==> src/rtl/uart_rx_param.sv <==
// -----------------------------------------------------------------------------
// uart_rx_param
//
// Parametrised UART receiver. The asynchronous rx line is synchronised, then
// an oversampling FSM validates the start bit at mid-bit and samples every
// following bit (data LSB first, optional parity, 1 or 2 stop bits) one bit
// period later, i.e. always at mid-bit. Each completed frame is presented on
// a valid/ready holding register together with its error flags.
//
// Parameters
//   OVERSAMPLE  clk cycles per bit (even, >= 4)
//   DATA_BITS   data bits per frame (5..9)
//   PARITY      0 none, 1 odd, 2 even
//   STOP_BITS   1 or 2
//
// Ports
//   clk         system clock, all logic on posedge
//   reset       asynchronous active-low reset
//   rx          raw serial line, idle high, asynchronous to clk
//   data        received word, bit 0 = first data bit on the line
//   valid       data/flags hold a frame not yet accepted
//   ready       consumer accepts when valid && ready at posedge
//   parity_err  parity mismatch for the held frame
//   frame_err   a stop bit was sampled low for the held frame
//   overrun     1-cycle pulse: a completed frame was dropped
//   busy        high whenever the FSM is not idle
// -----------------------------------------------------------------------------
module uart_rx_param #(
    parameter int OVERSAMPLE = 16,
    parameter int DATA_BITS  = 8,
    parameter int PARITY     = 0,
    parameter int STOP_BITS  = 1
) (
    input  logic                 clk,
    input  logic                 reset,
    input  logic                 rx,
    output logic [DATA_BITS-1:0] data,
    output logic                 valid,
    input  logic                 ready,
    output logic                 parity_err,
    output logic                 frame_err,
    output logic                 overrun,
    output logic                 busy
);

    localparam int CNT_W = $clog2(OVERSAMPLE);
    localparam int IDX_W = $clog2(DATA_BITS + 1);

    localparam logic [CNT_W-1:0] CNT_MID   = CNT_W'(OVERSAMPLE / 2 - 1);
    localparam logic [CNT_W-1:0] CNT_LAST  = CNT_W'(OVERSAMPLE - 1);
    localparam logic [IDX_W-1:0] IDX_LAST  = IDX_W'(DATA_BITS - 1);
    localparam logic             STOP_LAST = 1'(STOP_BITS - 1);

    typedef enum logic [2:0] {
        S_IDLE,
        S_START,
        S_DATA,
        S_PARITY,
        S_STOP
    } state_t;

    state_t               state, state_next;
    logic [CNT_W-1:0]     cnt, cnt_next;
    logic [IDX_W-1:0]     bit_idx, bit_idx_next;
    logic                 stop_idx, stop_idx_next;
    logic [DATA_BITS-1:0] shift, shift_next;
    logic                 perr_acc, perr_next;
    logic                 ferr_acc, ferr_next;
    logic                 done;

    logic rx_meta;
    logic rx_s;

    // Two-flop synchroniser; reset to the idle (high) line level so that a
    // line already low at reset release is seen as a fresh falling edge.
    always_ff @(posedge clk or negedge reset) begin
        if (!reset) begin
            rx_meta <= 1'b1;
            rx_s    <= 1'b1;
        end else begin
            // NOTE: sequential state always uses non-blocking assignments so
            // every flop samples the pre-edge values, whatever the block order.
            rx_meta <= rx;
            rx_s    <= rx_meta;
        end
    end

    // FSM and receive datapath registers.
    always_ff @(posedge clk or negedge reset) begin
        if (!reset) begin
            state    <= S_IDLE;
            cnt      <= '0;
            bit_idx  <= '0;
            stop_idx <= 1'b0;
            shift    <= '0;
            perr_acc <= 1'b0;
            ferr_acc <= 1'b0;
        end else begin
            state    <= state_next;
            cnt      <= cnt_next;
            bit_idx  <= bit_idx_next;
            stop_idx <= stop_idx_next;
            shift    <= shift_next;
            perr_acc <= perr_next;
            ferr_acc <= ferr_next;
        end
    end

    always_comb begin
        // NOTE: every signal written here gets a default first; a path that
        // left one unassigned would infer a latch.
        state_next    = state;
        cnt_next      = cnt;
        bit_idx_next  = bit_idx;
        stop_idx_next = stop_idx;
        shift_next    = shift;
        perr_next     = perr_acc;
        ferr_next     = ferr_acc;
        done          = 1'b0;

        unique case (state)
            S_IDLE: begin
                if (!rx_s) begin
                    state_next = S_START;
                    cnt_next   = '0;
                end
            end

            S_START: begin
                if (cnt == CNT_MID) begin
                    // Line back high at mid-start: a glitch, not a frame.
                    if (rx_s) begin
                        state_next = S_IDLE;
                    end else begin
                        state_next    = S_DATA;
                        cnt_next      = '0;
                        bit_idx_next  = '0;
                        stop_idx_next = 1'b0;
                        perr_next     = 1'b0;
                        ferr_next     = 1'b0;
                    end
                end else begin
                    cnt_next = cnt + 1'b1;
                end
            end

            S_DATA: begin
                if (cnt == CNT_LAST) begin
                    cnt_next   = '0;
                    // Shift in from the top so the first bit ends in bit 0.
                    shift_next = {rx_s, shift[DATA_BITS-1:1]};
                    if (bit_idx == IDX_LAST) begin
                        if (PARITY != 0) state_next = S_PARITY;
                        else             state_next = S_STOP;
                    end else begin
                        bit_idx_next = bit_idx + 1'b1;
                    end
                end else begin
                    cnt_next = cnt + 1'b1;
                end
            end

            S_PARITY: begin
                if (cnt == CNT_LAST) begin
                    cnt_next   = '0;
                    state_next = S_STOP;
                    if (PARITY == 1) perr_next = ~(^{shift, rx_s});
                    else             perr_next = ^{shift, rx_s};
                end else begin
                    cnt_next = cnt + 1'b1;
                end
            end

            S_STOP: begin
                if (cnt == CNT_LAST) begin
                    cnt_next = '0;
                    if (!rx_s) ferr_next = 1'b1;
                    // Leave at mid-stop-bit so the next start edge is caught.
                    if (stop_idx == STOP_LAST) begin
                        done       = 1'b1;
                        state_next = S_IDLE;
                    end else begin
                        stop_idx_next = 1'b1;
                    end
                end else begin
                    cnt_next = cnt + 1'b1;
                end
            end

            default: state_next = S_IDLE;
        endcase
    end

    // Output holding register. A completed frame loads when the register is
    // empty or being drained in the same cycle; otherwise it is dropped and
    // overrun pulses. ferr_next carries the final stop sample of this frame.
    always_ff @(posedge clk or negedge reset) begin
        if (!reset) begin
            data       <= '0;
            valid      <= 1'b0;
            parity_err <= 1'b0;
            frame_err  <= 1'b0;
            overrun    <= 1'b0;
        end else begin
            overrun <= 1'b0;
            if (done) begin
                if (!valid || ready) begin
                    data       <= shift;
                    parity_err <= perr_acc;
                    frame_err  <= ferr_next;
                    valid      <= 1'b1;
                end else begin
                    overrun <= 1'b1;
                end
            end else if (valid && ready) begin
                valid      <= 1'b0;
                parity_err <= 1'b0;
                frame_err  <= 1'b0;
            end
        end
    end

    assign busy = (state != S_IDLE);

endmodule

==> config.mk <==
export PLATFORM = sky130hd
export DESIGN_NAME = uart_rx_param
export DESIGN_NICKNAME = d
export VERILOG_FILES = /design/src/rtl/uart_rx_param.sv
export SDC_FILE = /design/constraint.sdc
export NUM_CORES = 1
export LEC_CHECK = 0
export ABC_CLOCK_PERIOD_IN_PS = 1500
export BUFFER_PORTS_ARGS = -buffer_cell sky130_fd_sc_hd__buf_2
export CAP_MARGIN = 40
export CORE_MARGIN = 2
export CORE_UTILIZATION = 35
export DETAILED_ROUTE_END_ITERATION = 12
export SLEW_MARGIN = 20
export SYNTH_ARGS = -nofsm -noshare
export SYNTH_HDL_FRONTEND = slang
export SYNTH_SLANG_ARGS = --single-unit
==> constraint.sdc <==
create_clock -name clk -period 1.5 [get_ports clk]
set_input_delay 0.15 -clock clk [delete_from_list [all_inputs] [get_ports clk]]
set_output_delay 0.15 -clock clk [all_outputs]
set_load 0.005 [all_outputs]
==> flow_summary.json <==
{
  "hp-class": "in2reg",
  "cts_sinks": 35,
  "syn_avg_cell_area_um2": 10.89,
  "start_kind": "register",
  "cts_buffers": 5,
  "irDropWorstVdd_uv": 1024,
  "worstPathArrival_ns": 1.38,
  "syn_area_um2": 1720,
  "dp.cells": 262,
  "worst_slew_pin_slew_ns": 0.4442,
  "htreeDepth": 2,
  "yosysSeqAreaShare": 0.5105,
  "port_buffers": 16,
  "yosysWarnings": 0,
  "grt_first_pass_wirelength_mm": 6.354,
  "fp.dieW_um": 74.11,
  "switching_share": 0.2881,
  "post-route-util": 0.5195,
  "syn_nets": 164,
  "hold_viol": 0,
  "place_congestion": 0.7995,
  "firstDrtPassIters": 4,
  "core-area_um2": 4723,
  "die_area_um2": 5492,
  "stdcell_area_um2": 2454,
  "ys_async_sr_fraction": 1.000,
  "crit_fanout": 4,
  "internal-power_mw": 2.205,
  "clkPwrFrac": 0.329,
  "final_cells": 284,
  "crit_start": "state[0]$_DFFE_PN0P_",
  "finalSetupTns_ns": -0.03081,
  "pwr-share-comb": 0.295,
  "fmax_mhz": 655.0,
  "synth_area_leaders": "dfrtp_1 (48%), mux2_4 (7.0%), nand2_1 (6.8%)",
  "finalSetupViolCount": 2,
  "yosysTopAreaCell": "dfrtp_1",
  "rsz0062_at_grt": "yes",
  "dpl-instance-area_um2": 2064,
  "grt.overflow.total": 0,
  "nets": 222,
  "period_needed_ns": 1.527,
  "synth_top_area_frac": 0.4800,
  "tritoncts": "done",
  "io_pins": 17,
  "p_switching_mw": 0.8924,
  "slew_viol_final": 0,
  "dp_hpwl_mm": 2.498,
  "fin_hold_ws_ns": 0.1855,
  "final_layout_size_suffix_gt1_frac": 0.4793,
  "worstSetupEndpointType": "output port",
  "final_antenna_net_count": 0,
  "start_util": 0.3642,
  "multi_input_area_um2": 937.1,
  "leakagePower_nw": 1.210,
  "num_antenna_cells": 0,
  "r2r_start": "state[0]$_DFFE_PN0P_",
  "synth-seq-cells": 35,
  "final_common_cell": "buf_4",
  "grt_max_degree": 36,
  "drc": 0,
  "synth_cell_types": 46,
  "grt_pass1_vias": 1408,
  "seqPwrFrac": 0.376,
  "violations": "negative setup slack",
  "synth_edf_count": 0,
  "dieHeight_um": 74.11,
  "clock_path_buffers": 2,
  "min_from": "ready",
  "cap_violations": 0,
  "ctsRootBufferMaster": "clkbuf_8",
  "fp-row-count": 25,
  "drt-initial-drc-count": 43,
  "fin_skew_ns": 0.006551,
  "worst_slack_ns": -0.02668,
  "status": "finished with violations",
  "synthFlopType": "dfrtp_1",
  "vias": 1415,
  "clk_pin_slew_worst_paths_ns": 0.07,
  "track_usage": 0.1503,
  "fill_cells": 414,
  "area_growth_pct": 42.62,
  "required_ns": 1.35,
  "final_cell_mix": "buf_4 (36), nand2_1 (30), dfrtp_1 (28)",
  "seqCellArea_um2": 884.6,
  "via_per_inst": 4.982,
  "power-per-cell-area_nw_per_um2": 1262,
  "wl_mm": 3.980,
  "syn-instance-count": 158,
  "max_slew_margin": 0.7039,
  "avgRoutedWirePerCell_um": 14.01,
  "fin_crit_sh": 1.018,
  "critPathKind": "reg2out",
  "clk-insertion-delay-late_ns": 0.29,
  "grt_antenna_before_repair": 0
}
Yosys cell counts (3+ instances only):
| cell | n |
|---|---|
| nand2b_1 | 4 |
| nor2_1 | 7 |
| a21oi_1 | 4 |
| buf_2 | 3 |
| xnor2_1 | 7 |
| inv_1 | 3 |
| nand2_1 | 31 |
| mux2_4 | 8 |
| dfrtp_1 | 33 |
| o21ai_0 | 10 |
| nand3_1 | 6 |
power groups by stage:
stage | Sequential, mW | Clock (mW) | Combinational (mW)
floorplan | 1.08 | 0 | 0.456
global placement | 1.15 | 0 | 0.639
detailed placement | 1.15 | 0 | 0.652
CTS | 1.13 | 1.03 | 0.782
global route | 1.18 | 1.07 | 0.996
finish | 1.17 | 1.02 | 0.913
final timing paths:
kind	end	slack, ns	cells past startpoint
worst min-delay path	frame_err$_DFFE_PN0P_	0.19	3
min in group asynchronous	overrun$_DFF_PN0_	0.42	3
worst min register to register	rx_s$_DFF_PN1_	0.36	0
worst max register to register	cnt[0]$_DFFE_PN0P_	0	7
max in group asynchronous	rx_s$_DFF_PN1_	0.73	3
worst max-delay path	busy	-0.03	3
what timing repair did:
| action | in CTS | in global routing |
|---|---|---|
| gates resized for setup | 9 | 26 |
| setup endpoints to repair | 12 | 28 |
| setup buffers | 3 | 9 |
| hold buffers | 2 | 0 |
| pin swaps | 1 | 9 |
| hold endpoints to repair | 34 | 0 |
logic make-up after synthesis:
family | synth area share
simple gates | 0.2022
flops | 0.5105
compound gates | 0.1106
mux | 0.08218
xor+xnor | 0.05382
buf+inv | 0.02617
fa+ha+maj | 0.01454
layout make-up:
class / count / area share
multi-input cells: 114 / 0.3819
clock buffers: 6 / 0.02958
clock inverters: 2 / 0.02448
flip-flops and latches: 35 / 0.3605
inverters: 3 / 0.004590
well taps: 67 / 0.03417
repair buffers: 57 / 0.1647
per-stage QoR:
stage | power, mW | worst slack [ns]
6_report | 3.098 | -0.02668
5_1_grt | 3.239 | -0.06616
4_1_cts | 2.946 | -0.008698
3_5_place_dp | 1.798 | -0.02902
3_3_place_gp | 1.786 | 0.02401
2_1_floorplan | 1.537 | -0.06792
routing by layer:
metal / wire (µm) / track usage
met3: 146 / 0.03794
met4: 41 / 0.05253
met5: 0 / 0
met2: 1989 / 0.2629
met1: 1803 / 0.1795
flip-flops by register name (all words and copies together) (netlist names), 3 cells and up:
register	flops
bit_idx	4
cnt	4
data	8
shift	8
state	3
critical path, cell delays in order (launching register included):
cell     delay [ns]
dfrtp_2        0.42
buf_4          0.17
or3_4          0.37
buf_2          0.14
(Power assumes the default switching activity.)
